===== src/rtl/result_drain_buf.sv =====
// Result buffer with a four-phase valid/ack drain controller.
// Compute side fills the buffer; the host receives the words one at a time once the batch is complete.
module result_drain_buf #(
    parameter int DATA_W = 16,
    parameter int DEPTH  = 8,
    parameter int ADDR_W = 3
) (
    input  logic              clk,
    input  logic              rst,
    input  logic              clr,
    input  logic              wr_req,
    input  logic [DATA_W-1:0] wr_data,
    output logic              full,
    output logic              empty,
    output logic [ADDR_W:0]   count,
    output logic              ovf,
    input  logic              drain_start,
    output logic [DATA_W-1:0] out_data,
    output logic              out_valid,
    input  logic              out_ack,
    output logic              drain_done
);

    localparam logic [ADDR_W:0] FULL_CNT = (ADDR_W+1)'(DEPTH);

    typedef enum logic [2:0] {
        S_IDLE,
        S_POP,
        S_SHOW,
        S_REL,
        S_DONE
    } state_t;

    state_t state_q, state_d;

    logic [DATA_W-1:0] mem_q [DEPTH];
    logic [ADDR_W-1:0] wr_ptr_q, wr_ptr_d;
    logic [ADDR_W-1:0] rd_ptr_q, rd_ptr_d;
    logic [ADDR_W:0]   count_q, count_d;
    logic              ovf_q, ovf_d;
    logic [DATA_W-1:0] out_data_q, out_data_d;
    logic              do_wr;
    logic              do_pop;

    assign full     = (count_q == FULL_CNT);
    assign empty    = (count_q == '0);
    assign count    = count_q;
    assign ovf      = ovf_q;
    assign out_data = out_data_q;

    // clr outranks every other input, so it masks both data movements
    assign do_wr  = wr_req && !full && !clr;
    assign do_pop = (state_q == S_POP) && !clr;

    always_ff @(posedge clk or posedge rst) begin
        if (rst) begin
            state_q <= S_IDLE;
        end else if (clr) begin
            state_q <= S_IDLE;
        end else begin
            state_q <= state_d;
        end
    end

    always_comb begin
        state_d = state_q;
        unique case (state_q)
            S_IDLE: begin
                if (drain_start) begin
                    state_d = empty ? S_DONE : S_POP;
                end
            end
            S_POP:  state_d = S_SHOW;
            S_SHOW: begin
                if (out_ack) begin
                    state_d = S_REL;
                end
            end
            // Empty test sees words written during the drain as well
            S_REL: begin
                if (!out_ack) begin
                    state_d = empty ? S_DONE : S_POP;
                end
            end
            S_DONE:  state_d = S_IDLE;
            default: state_d = S_IDLE;
        endcase
    end

    always_comb begin
        out_valid  = 1'b0;
        drain_done = 1'b0;
        unique case (state_q)
            S_SHOW:  out_valid  = 1'b1;
            S_DONE:  drain_done = 1'b1;
            default: begin
                out_valid  = 1'b0;
                drain_done = 1'b0;
            end
        endcase
    end

    always_comb begin
        wr_ptr_d   = wr_ptr_q;
        rd_ptr_d   = rd_ptr_q;
        count_d    = count_q;
        ovf_d      = ovf_q;
        out_data_d = out_data_q;
        if (do_wr) begin
            wr_ptr_d = wr_ptr_q + 1'b1;
        end
        if (do_pop) begin
            rd_ptr_d   = rd_ptr_q + 1'b1;
            out_data_d = mem_q[rd_ptr_q];
        end
        unique case ({do_wr, do_pop})
            2'b10:   count_d = count_q + 1'b1;
            2'b01:   count_d = count_q - 1'b1;
            default: count_d = count_q;
        endcase
        if (wr_req && full) begin
            ovf_d = 1'b1;
        end
    end

    always_ff @(posedge clk or posedge rst) begin
        if (rst) begin
            wr_ptr_q   <= '0;
            rd_ptr_q   <= '0;
            count_q    <= '0;
            ovf_q      <= 1'b0;
            out_data_q <= '0;
        end else if (clr) begin
            wr_ptr_q   <= '0;
            rd_ptr_q   <= '0;
            count_q    <= '0;
            ovf_q      <= 1'b0;
            out_data_q <= '0;
        end else begin
            wr_ptr_q   <= wr_ptr_d;
            rd_ptr_q   <= rd_ptr_d;
            count_q    <= count_d;
            ovf_q      <= ovf_d;
            out_data_q <= out_data_d;
        end
    end

    always_ff @(posedge clk) begin
        if (do_wr) begin
            mem_q[wr_ptr_q] <= wr_data;
        end
    end

endmodule


===== config.mk =====
export PLATFORM = sky130hd
export DESIGN_NAME = result_drain_buf
export DESIGN_NICKNAME = d
export VERILOG_FILES = /design/src/rtl/result_drain_buf.sv
export SDC_FILE = /design/constraint.sdc
export NUM_CORES = 1
export LEC_CHECK = 0
export ABC_AREA = 1
export CORE_MARGIN = 8
export CORE_UTILIZATION = 55
export DETAILED_ROUTE_END_ITERATION = 16
export PLACE_DENSITY_LB_ADDON = 0.3
export SYNTH_ARGS = -nofsm -noshare
export SYNTH_HDL_FRONTEND = slang
export SYNTH_SLANG_ARGS = --single-unit

===== constraint.sdc =====
create_clock -name clk -period 2.5 [get_ports clk]
set_input_delay 0.375 -clock clk [delete_from_list [all_inputs] [get_ports clk]]
set_output_delay 0.375 -clock clk [all_outputs]
set_load 0.005 [all_outputs]

==> impl_metrics.csv <==
group,metric,value,unit
run_status,outcome,"completed",
worst_setup_path,path_buf_inv,2,
sta,relSlewSlack,48.3,%
clock_tree,clk_pin_slew,60,ps
worst_setup_path,crit_path_start_kind,"register",
detailed_routing,wire_per_inst,19.9,um
sta,fmax,0.478,GHz
power_and_ir_drop,powerDensity,894,mW/mm^2
sta,rsz0062_at_grt,"no",
place,port_buffers,46,
yosys,synthTopCellsByArea,"edfxtp_1, dfrtp_1, o21ai_0",
worst_setup_path,ff2ff_setup_slack,490,ps
power_and_ir_drop,totalPowerFinal,6.73,mW
global_routing,grt_max_degree,67,
worst_setup_path,end_kind,"output pin",
worst_setup_path,slowest_delay,500,ps
clock_tree,cts_hold_buf,0,
floorplan,die_x,123,um
global_routing,grt_first_pass_wirelength,22600,um
sta,tightest_slew,774,ps
yosys,async_flop_share,19.0,%
sta,setup_viol,0,
sta,period_share,83.7,%
yosys,synth-seq-cells,158,
power_and_ir_drop,power.leakage,2.77,nW
global_routing,grt_pass1_vias,4224,
yosys,yosysWarnings,0,
worst_hold_path,hold_path_class,"input pin to async pin",
cells_and_area,drive_gt1_share,8.87,%
sta,hold_viol_final,0,
clock_tree,clock_sinks,158,
sta,period_minus_slack,2090,ps
clock_tree,cts_made_buffers,17,
cells_and_area,syn2layout_area_growth,18.9,%
floorplan,dieArea,0.0152,sq mm
worst_setup_path,r2r_end,"mem_q[6][8]",
yosys,syn_nets,535,
cells_and_area,diodes,0,
worst_setup_path,worst-endpoint-required,2120,ps
yosys,syn_avg_cell_area,12.4,sq um
yosys,synth_edf_count,128,
yosys,synth_ff_type,"edfxtp_1",
detailed_routing,ant_nets,0,
detailed_routing,wl,14300,um
sta,slew_violations,0,
clock_tree,post_cts_resized,0,
clock_tree,cts_max_level,4,
worst_setup_path,path_depth,4,
detailed_routing,dr.pass1.iters,5,
yosys,yosysTopAreaCellShare,60.7,%
global_routing,antenna_found_initial,0,
yosys,ys_types,25,
floorplan,rows,39,
floorplan,core_area,0.0113,sq mm
global_routing,grt_util_all_layers,19.9,%
floorplan,start_util,55.9,%
worst_setup_path,worstPathMaxFanout,6,
detailed_routing,vias_per_cell,5.92,
clock_tree,insertion_delay,410,ps
place,gp_congestion,0.906,
worst_setup_path,cpMaxStageDelayCell,"clkdlybuf4s50_1",
floorplan,pin_count,47,
yosys,synth.yosys.seq_area_share,72.6,%
clock_tree,cts_tree,"yes",
worst_setup_path,crit_chain,"nor2_1 -> nand3_1 -> inv_1 -> clkdlybuf4s50_1",
worst_setup_path,cp_top_family,"buffers and inverters",
yosys,yosysTopAreaCell,"edfxtp_1",
floorplan,die_h,123,um
clock_tree,post_cts_buffers,0,
global_routing,grt-ovfl-total,0,
cells_and_area,nNetsFinal,588,
sta,setup_tns,0,ps
detailed_routing,dr_total_vias,4253,
detailed_routing,drc,0,
job,max-cap-violations,0,
cells_and_area,seq_area,0.00459,sq mm
worst_setup_path,r2r_start,"count[3]",
power_and_ir_drop,ir_drop,0.621,mV
yosys,synth_cells,509,
cells_and_area,fill_cells,808,
worst_setup_path,worstPathArrival,1720,ps
cells_and_area,multi_input_area,0.00150,sq mm
yosys,syn-cell-area,0.00633,sq mm
clock_tree,clock_path_buffers,2,
worst_setup_path,crit_end,"empty",
place,hpwl,8640,um
detailed_routing,drt_iter0_markers,497,
sta,finalClockSkew,7.70,ps
clock_tree,cts-root-buf,"clkbuf_16",
worst_setup_path,crit_type,"register to output pin",
worst_setup_path,r2r_cells,8,
worst_setup_path,crit_path_start,"count[0]",
synthesized netlist by cell type, types with 4 or more instances:
library cell / n
edfxtp_1: 128
inv_1: 25
nand3_1: 32
buf_2: 13
o211ai_1: 9
clkbuf_1: 14
nand2_1: 47
a21oi_1: 5
o22ai_1: 11
o221ai_1: 23
nor2_1: 79
dfrtp_1: 30
o21ai_0: 75
ha_1: 4
final cells by class:
class | instances | share of cell area [%]
Inverter | 27 | 1.35
Sequential cell | 158 | 61.0
Tap cell | 143 | 2.38
Timing Repair Buffer | 63 | 7.98
Multi-Input combinational cell | 295 | 19.9
Clock inverter | 14 | 1.68
Clock buffer | 18 | 5.70
worst reg2reg max path, stage by stage (launching register included):
cell and delay [ps]:
dfrtp_1 420, inv_1 110, nor2_1 50, nand2_1 110
nand2_2 100, nor2_1 270, nand2_1 200, nor2_1 170
buf_4 270
metal layers:
metal,vias to the layer above,part of all wire [%],track usage (%)
met5,-,0,0
met4,0,1.0,5.57
met3,15,9.7,5.98
met2,205,49,31.4
met1,2064,40,26.2
li1,1969,-,-
cells by family (layout without fill, tap and decap cells):
group                      Yosys count  count (layout)  share of synthesized area [%]
AOI/OAI and AO/OA                  124             124                           11.8
and+or+nand+nor                    166             166                           10.9
xor gates and xnor gates             1               1                          0.138
adders and majority gates            4               4                          0.791
DFF                                158             158                           72.6
buffers and inverters               56             122                           3.75
layout by cell type, fill, tap and decap left out, types with 17 or more instances in the layout:
cell type,synthesis,layout
o221ai_1,23,23
nand2_1,47,47
nand3_1,32,32
clkbuf_16,0,17
dfrtp_1,30,30
nor2_1,79,79
edfxtp_1,128,128
inv_1,25,25
o21ai_0,75,75
clkdlybuf4s50_1,0,46
metrics by stage:
step	std cells	hold slack [ps]	utilization, %	setup WS [ps]	instance area, sq um
6_report	718	358	66.5	408	7530
2_1_floorplan	509	438	-	438	6330
4_1_cts	718	360	66.5	361	7530
5_1_grt	718	429	66.5	317	7530
3_3_place_gp	686	490	61.6	322	6970
3_5_place_dp	686	499	61.6	240	6970
state kept, by name, summed over array words and instances (netlist names):
name / count
ovf: 1
out_data: 16
state_q: 3
wr_ptr_q: 3
rd_ptr_q: 3
count: 4
mem_q: 128
worst min-delay path by stage:
stage	end	slack [ps]	depth (start not counted)
after floorplan	ovf	440	1
after global placement	out_data[0]	490	2
after detailed placement	out_data[5]	500	2
after CTS	state_q[2]	360	3
after global routing	out_data[10]	430	3
final	out_data[1]	360	3
where the power goes:
group / total (mW) / leakage (nW) / internal [mW] / switching, mW
Sequential: 3.09 / 1.57 / 2.99 / 0.0945
Combinational: 1.23 / 0.943 / 0.481 / 0.745
Clock: 2.42 / 0.265 / 1.45 / 0.973
Total: 6.73 / 2.77 / 4.92 / 1.81
No activity file was read; power rests on OpenSTA's default activity.
